[config.mk]
export PLATFORM = sky130hd
export DESIGN_NAME = pipe_field
export DESIGN_NICKNAME = d
export VERILOG_FILES = /design/src/rtl/pipe_field.sv
export SDC_FILE = /design/constraint.sdc
export NUM_CORES = 1
export LEC_CHECK = 0
export ABC_CLOCK_PERIOD_IN_PS = 15500
export BUFFER_PORTS_ARGS = -buffer_cell sky130_fd_sc_hd__buf_2
export CAP_MARGIN = 20
export CORE_AREA = 2 2 120 181
export DETAILED_ROUTE_END_ITERATION = 6
export DIE_AREA = 0 0 122 183
export PLACE_DENSITY = 0.76
export SYNTH_ARGS = -nofsm -noshare
export SYNTH_HDL_FRONTEND = slang
export SYNTH_SLANG_ARGS = --single-unit
[constraint.sdc]
create_clock -name clk -period 15.5 [get_ports clk]
set_input_delay 1.55 -clock clk [delete_from_list [all_inputs] [get_ports clk]]
set_output_delay 1.55 -clock clk [all_outputs]
set_load 0.005 [all_outputs]
[src/rtl/pipe_field.sv]
// Scrolling pipe playfield: captures generator columns, enforces an empty-column gap
// between pipes, scrolls on tick, and tracks bird collisions and pipes passed.
module pipe_field #(
  parameter int ROWS     = 15,
  parameter int COLS     = 16,
  parameter int BIRD_COL = 3,
  parameter int GAP      = 3
) (
  input  logic            clk,
  input  logic            reset,
  input  logic            tick,
  input  logic            game_over,
  input  logic [ROWS-1:0] pattern_in,
  input  logic [3:0]      bird_row,
  input  logic [3:0]      col_sel,
  output logic [ROWS-1:0] col_data,
  output logic            collide,
  output logic [6:0]      score,
  output logic            pending
);

  // state   | meaning
  // EMPTY   | nothing captured, gap satisfied
  // HELD    | a pipe waits in hold for its slot
  // GAPPING | a pipe was just injected, empty columns still owed
  typedef enum logic [1:0] {EMPTY, HELD, GAPPING} state_t;

  localparam int GW = (GAP > 0) ? $clog2(GAP + 1) : 1;
  localparam logic [GW-1:0] GAP_V = GW'(GAP);

  state_t          state, state_n;
  logic [ROWS-1:0] field [COLS];
  logic [ROWS-1:0] hold, hold_n;
  logic [GW-1:0]   gap_cnt, gap_n;
  logic [ROWS-1:0] inject;
  logic            scroll, pat_v, hit, bird_oob, bird_bit, score_inc;

  assign scroll    = tick && !game_over;
  assign pat_v     = (pattern_in != '0) && !game_over;
  assign bird_oob  = (32'(bird_row) >= ROWS);
  // Shifting a one past the top bit yields zero, so out-of-range rows never index.
  assign bird_bit  = |(field[BIRD_COL] & (ROWS'(1) << bird_row));
  assign hit       = bird_oob || bird_bit;
  assign score_inc = (field[BIRD_COL] != '0) && !collide && (score < 7'd99);
  assign pending   = (state == HELD);
  assign col_data  = (32'(col_sel) < COLS) ? field[col_sel] : '0;

  always_comb begin
    state_n = state;
    hold_n  = hold;
    gap_n   = gap_cnt;
    inject  = '0;
    case (state)
      EMPTY: begin
        if (pat_v) begin
          hold_n  = pattern_in;
          state_n = HELD;
        end
      end
      HELD: begin
        if (scroll) begin
          if (gap_cnt == '0) begin
            inject = hold;
            hold_n = '0;
            gap_n  = GAP_V;
            if (GAP == 0) state_n = EMPTY;
            else          state_n = GAPPING;
          end else begin
            gap_n = gap_cnt - 1'b1;
          end
        end
      end
      GAPPING: begin
        if (scroll && gap_cnt != '0) gap_n = gap_cnt - 1'b1;
        if (pat_v) begin
          hold_n  = pattern_in;
          state_n = HELD;
        end else if (gap_n == '0) begin
          state_n = EMPTY;
        end
      end
      default: state_n = EMPTY;
    endcase
  end

  always_ff @(posedge clk) begin
    if (reset) begin
      state   <= EMPTY;
      hold    <= '0;
      gap_cnt <= '0;
      collide <= 1'b0;
      score   <= '0;
      for (int i = 0; i < COLS; i++) field[i] <= '0;
    end else begin
      state   <= state_n;
      hold    <= hold_n;
      gap_cnt <= gap_n;
      if (!game_over) begin
        collide <= collide | hit;
        if (scroll) begin
          for (int i = 0; i < COLS - 1; i++) field[i] <= field[i+1];
          field[COLS-1] <= inject;
          if (score_inc) score <= score + 7'd1;
        end
      end
    end
  end

endmodule

# == Word level (Yosys, flattened, before mapping) ==
# Memory sizes are Yosys's and may differ from the RTL's.
# Cells that the tools add are included.
# word_totals
elab_cells,99
n_memories,1
ram_bits,240
output_inout_bits,24
in_bits,27
regBits,27
# memory_table
memory,depth,width,rd,rd_ports_with_merged_regs,write_ports,line_no,rtl
field,16,15,16,0,16,32,logic [ROWS-1:0] field [COLS];
# classes
n_mux,40
bitwise,19
eq_ne,7
add_sub_neg,2
n_shift,1
n_lt_le_gt_ge,2
reduce_logical,22
# op_table
operator,n
$mux W15,22
$pmux W15 S2,1
$reduce_bool A15 Y1,2
$mux W2,9
$or A1 B1 Y1,17
$and A15 B15 Y15,1
$reduce_or A15 Y1,1
$shl A1 B4 Y15 const A,1
$reduce_and A4 Y1,2
$add A7 B1 Y7 const B,1
$lt A7 B7 Y1 const B,1
$logic_not A2 Y1,3
$mux W1,6
$ne A2 B1 Y1 const B,3
$pmux W2 S3,1
$reduce_bool A2 Y1,3
$logic_and A1 B1 Y1,5
$ge A4 B4 Y1 const B,1
$pmux W2 S2,1
$ne A3 B3 Y1 const B,1
$reduce_and A3 Y1,1
$eq A2 B1 Y1 const B,1
$eq A2 B2 Y1 const B,1
$logic_not A1 Y1,2
6 further kinds,6

# == Depth between registers and ports, before layout ==
# depth
word_depth,9
mapped_depth,6
mapped_depth_nobuf,6

# == Worst setup path after synthesis ==
# OpenSTA, ideal clock, no wires.
# synth_timing
kind,input-to-reg
from,input port reset
to,"memory field[0][0], enable pin"
required_ns,14.856
setup_ns,0.644
arrival_ns,8.095
cell_stages,4
slack_ns,6.761
n_path_buf,3
path_cell_list,clkbuf_1 -> clkbuf_1 -> clkbuf_1 -> nand2b_1
# synth_lines
item,line_no,rtl
"start, declared",10,"input logic reset,"
"end, declared",32,

# == Final worst setup path ==
# layout_timing
from,input port col_sel[0]
to,output port col_data[9]
# layout_via
elab_chain_cells,1
# layout_lines
item,line_no,rtl
"start, declared",15,"input logic [3:0] col_sel,"
$mem_v2 Z16 W15,--,
"end, declared",16,"output logic [ROWS-1:0] col_data,"
# No other way between the ends.

==> metrics.md <==
| Metric | Value |
|---|---|
| Switch share | `a little over a fifth` |
| Core outline area | `between 0.02 and 0.025 sq mm` |
| Grt ovf | `0` |
| Post-synth EDFFs | `240` |
| Via count | `roughly 6700` |
| Tot GR Track Use | `a little over a fifth` |
| Finish-stage setup viols | `0` |
| CTS resizes | `0` |
| First-pass GRT wire length | `36600 um` |
| Post-layout util | `between 60 and 70%` |
| DR iter-0 viols | `around 640` |
| Number of routed nets with antenna violations | `0` |
| Syn Nets | `between 800 and 900` |
| CTS Root Buffer Type | `clkbuf_16` |
| DRC | `0` |
| Clock Latency Late Sink | `0.52 ns` |
| Layout cell share with drive strength beyond 1 | `21.2%` |
| Slew margin rel. | `26.8%` |
| Status | `completed` |
| Crit path max-delay family | `buffers and inverters` |
| Clk buf depth | `3` |
| Met3 Track Usage GR | `under 10%` |
| Fin crit share | `a little over a third` |
| Ports | `51` |
| Vias/cell | `6.06` |
| Cell count after synthesis | `~800` |
| Post-CTS setup buffer count | `0` |
| CTS tree | `done` |
| Final hold vios | `0` |
| Die width | `122 um` |
| GRT busiest layer | `met2` |
| Met2 usage | `~35%` |
| Internal | `around 0.0012 W` |
| DP Area | `0.0125 sq mm` |
| Setup WS post-layout | `10.01 ns` |
| CTS Buf Count | `25` |
| RSZ-0062 raised after global routing | `no` |
| Detailed-route wire length per cell | `20.3 um` |
| Seq pwr share | `around 54%` |
| CP Capture Type | `output port` |
| Post-synth top area cell | `edfxtp_1` |
| Layout area overhead | `10.7%` |
| Pins Over Slew Limit | `0` |
| Final instance area | `between 0.01 and 0.015 sq mm` |
| Number of clock sinks | `~270` |
| Setup TNS | `0 ns` |
| Critical path class | `primary input to output port` |
| Area of the mapped netlist | `0.0121 sq mm` |
| Hold Crit Class | `register to register` |
| Max cap viols | `0` |
| Switching power | `between 0.0003 and 0.0004 W` |
| Least-Margin Pin Slew | `1.08 ns` |
| Synth top area cells | `edfxtp_1 (60%), mux4_2 (14%), and2_1 (8.6%), dfxtp_1 (4.5%), nor2b_1 (4.1%)` |
| Leak | `between 4 and 5 nW` |
| Slowest cell delay on critical path | `0.69 ns` |
| Die area | `0.0223 sq mm` |
| Antenna cells | `0` |
| Max Freq | `182 MHz` |
| Synth Warn # | `0` |
| CP Data Arrival Time | `3.94 ns` |
| Skew final | `0.0114 ns` |
| Worst EP required | `13.95 ns` |
| Std cell rows | `65` |
| Synth Flop Type | `edfxtp_1` |
| PwrDens | `119 mW/mm^2` |
| Die Y-Extent | `183 um` |
| Peak VDD IR | `~0.096 mV` |
| Clk network pwr share | `37.7%` |
| Worst Path Max Fanout | `38` |
| Netlist cell types | `42` |
| GPL Wtd Cong | `just under 0.8` |
| H-tree depth | `1` |
| GRT met1 Usage | `slightly below 30%` |
| Clk slew on worst S/H paths | `0.06 ns` |
| WP buf/inv | `3` |
| Register bit total from synthesis | `267` |
| Final min period | `between 5 and 6 ns` |
| I/O Buffers | `50` |
| CP max-delay cell | `buf_4` |
| Post-synthesis sequential area ratio | `between 60 and 70%` |
| Initial antenna violation count | `0` |
| Initial core utilization | `about 58%` |
| DP Cell Count | `1050` |
| Logic pwr share | `under 10%` |
| Vias in the first global route | `between 6000 and 7000` |
| Drt total wl | `22300 um` |
| First-pass DRT Iterations | `4` |
| DPL Wire Length | `13600 um` |
| Pre-CTS WS | `between 9 and 10 ns` |
| Crit path cell chain | `buf_4 -> buf_4 -> mux4_2 -> mux4_2 -> buf_2` |
| NumNets Final | `841` |
| Asr flop ratio synth | `0%` |
| CP Launch Type | `primary input` |
| Synth top area share | `roughly three fifths` |
| Largest net degree at the start of global routing | `between 150 and 200` |
| Non-Filler Instances | `approximately 1100` |
| Hold Buf Count CTS | `0` |
| Syn Area/Cell | `about 15 sq um` |
metrics by stage:
step	total power, W	hold slack [ns]
floorplan	0.000965	0.455
global placement	0.000991	0.449
detailed placement	0.00100	0.463
CTS	0.00159	0.474
global route	0.00164	0.485
finish	0.00158	0.469
registers in the layout, indices dropped and copies added, names as in the netlist:
signal   flops
collide      1
field      240
gap_cnt      2
hold        15
score        7
state        2
kinds of logic after synthesis:
group                      share of synthesized area [%]
and+or+nand+nor                                     15.6
adders and majority gates                          0.207
AOI/OAI and AO/OA                                   3.33
muxes                                               14.5
buffers and inverters                               2.16
DFF                                                 64.2
cell usage after synthesis, drive strengths merged, types with 2 or more instances:
cell type	n
a2111oi	2
o22ai	2
nand3	21
edfxtp	240
nor2b	79
dfxtp	27
mux2i	3
and2	165
inv	7
nand2b	3
o21ai	6
a21oi	23
clkbuf	50
nor4bb	2
or4	4
or3b	2
nor4	7
o31ai	3
buf	8
nor2	8
a221oi	2
nand2	8
mux4	76
o211ai	17
ha	2
nor3	4
layer usage:
| metal | share of wire [%] | vias up |
|---|---|---|
| li1 | - | 3019 |
| met1 | 42 | 3431 |
| met2 | 52 | 176 |
| met3 | 4.6 | 34 |
| met4 | 1.8 | 0 |
| met5 | 0 | - |
power groups by stage:
stage	Sequential, W	Combinational [W]	Clock (W)
global placement	0.000873	0.000119	0
floorplan	0.000871	0.0000940	0
global route	0.000866	0.000136	0.000633
CTS	0.000861	0.000125	0.000608
finish	0.000860	0.000126	0.000598
detailed placement	0.000876	0.000124	0
final timing paths:
check	start	end	slack [ns]	cells past startpoint
max	col_sel[0]	col_data[9]	10.01	5
min	score[6]	score[6]	0.47	2
max reg2reg	state[0]	field[15][10]	12.79	4
min reg2reg	score[6]	score[6]	0.47	2
cell type report:
cell class                      count  area, sq um
Inverter                            7         26.3
Multi-Input combinational cell    453         4080
Sequential cell                   267         7750
Clock buffer                       36          717
Fill cell                        1442         7380
Clock inverter                     10         87.6
Timing Repair Buffer               58          368
Tap cell                          268          335
cells in the final DEF (no fill, tap or decap), types with 2 or more instances in the layout:
cell and instances:
dfxtp_1 27, nor2b_1 79, clkinv_2 3, or4_1 4
clkbuf_16 25, ha_1 2, nand2_1 8, buf_16 2
mux2i_1 3, a21oi_1 23, inv_1 7, clkbuf_8 5
nor4bb_1 2, a221oi_1 2, o21ai_0 6, nor2_1 7
nand2b_1 2, o22ai_1 2, buf_4 7, o31ai_1 3
o211ai_1 17, or3b_2 2, mux4_2 76, nor4_1 7
clkbuf_1 6, and2_1 165, nor3_1 4, edfxtp_1 240
nand3_1 21, buf_2 48, clkinv_1 3
tightest hold or removal path, cell delays in order (launching register included):
cell and delay, ns:
dfxtp_1 0.32, inv_1 0.05, a21oi_1 0.05
Power figures use the tool's default switching activity.
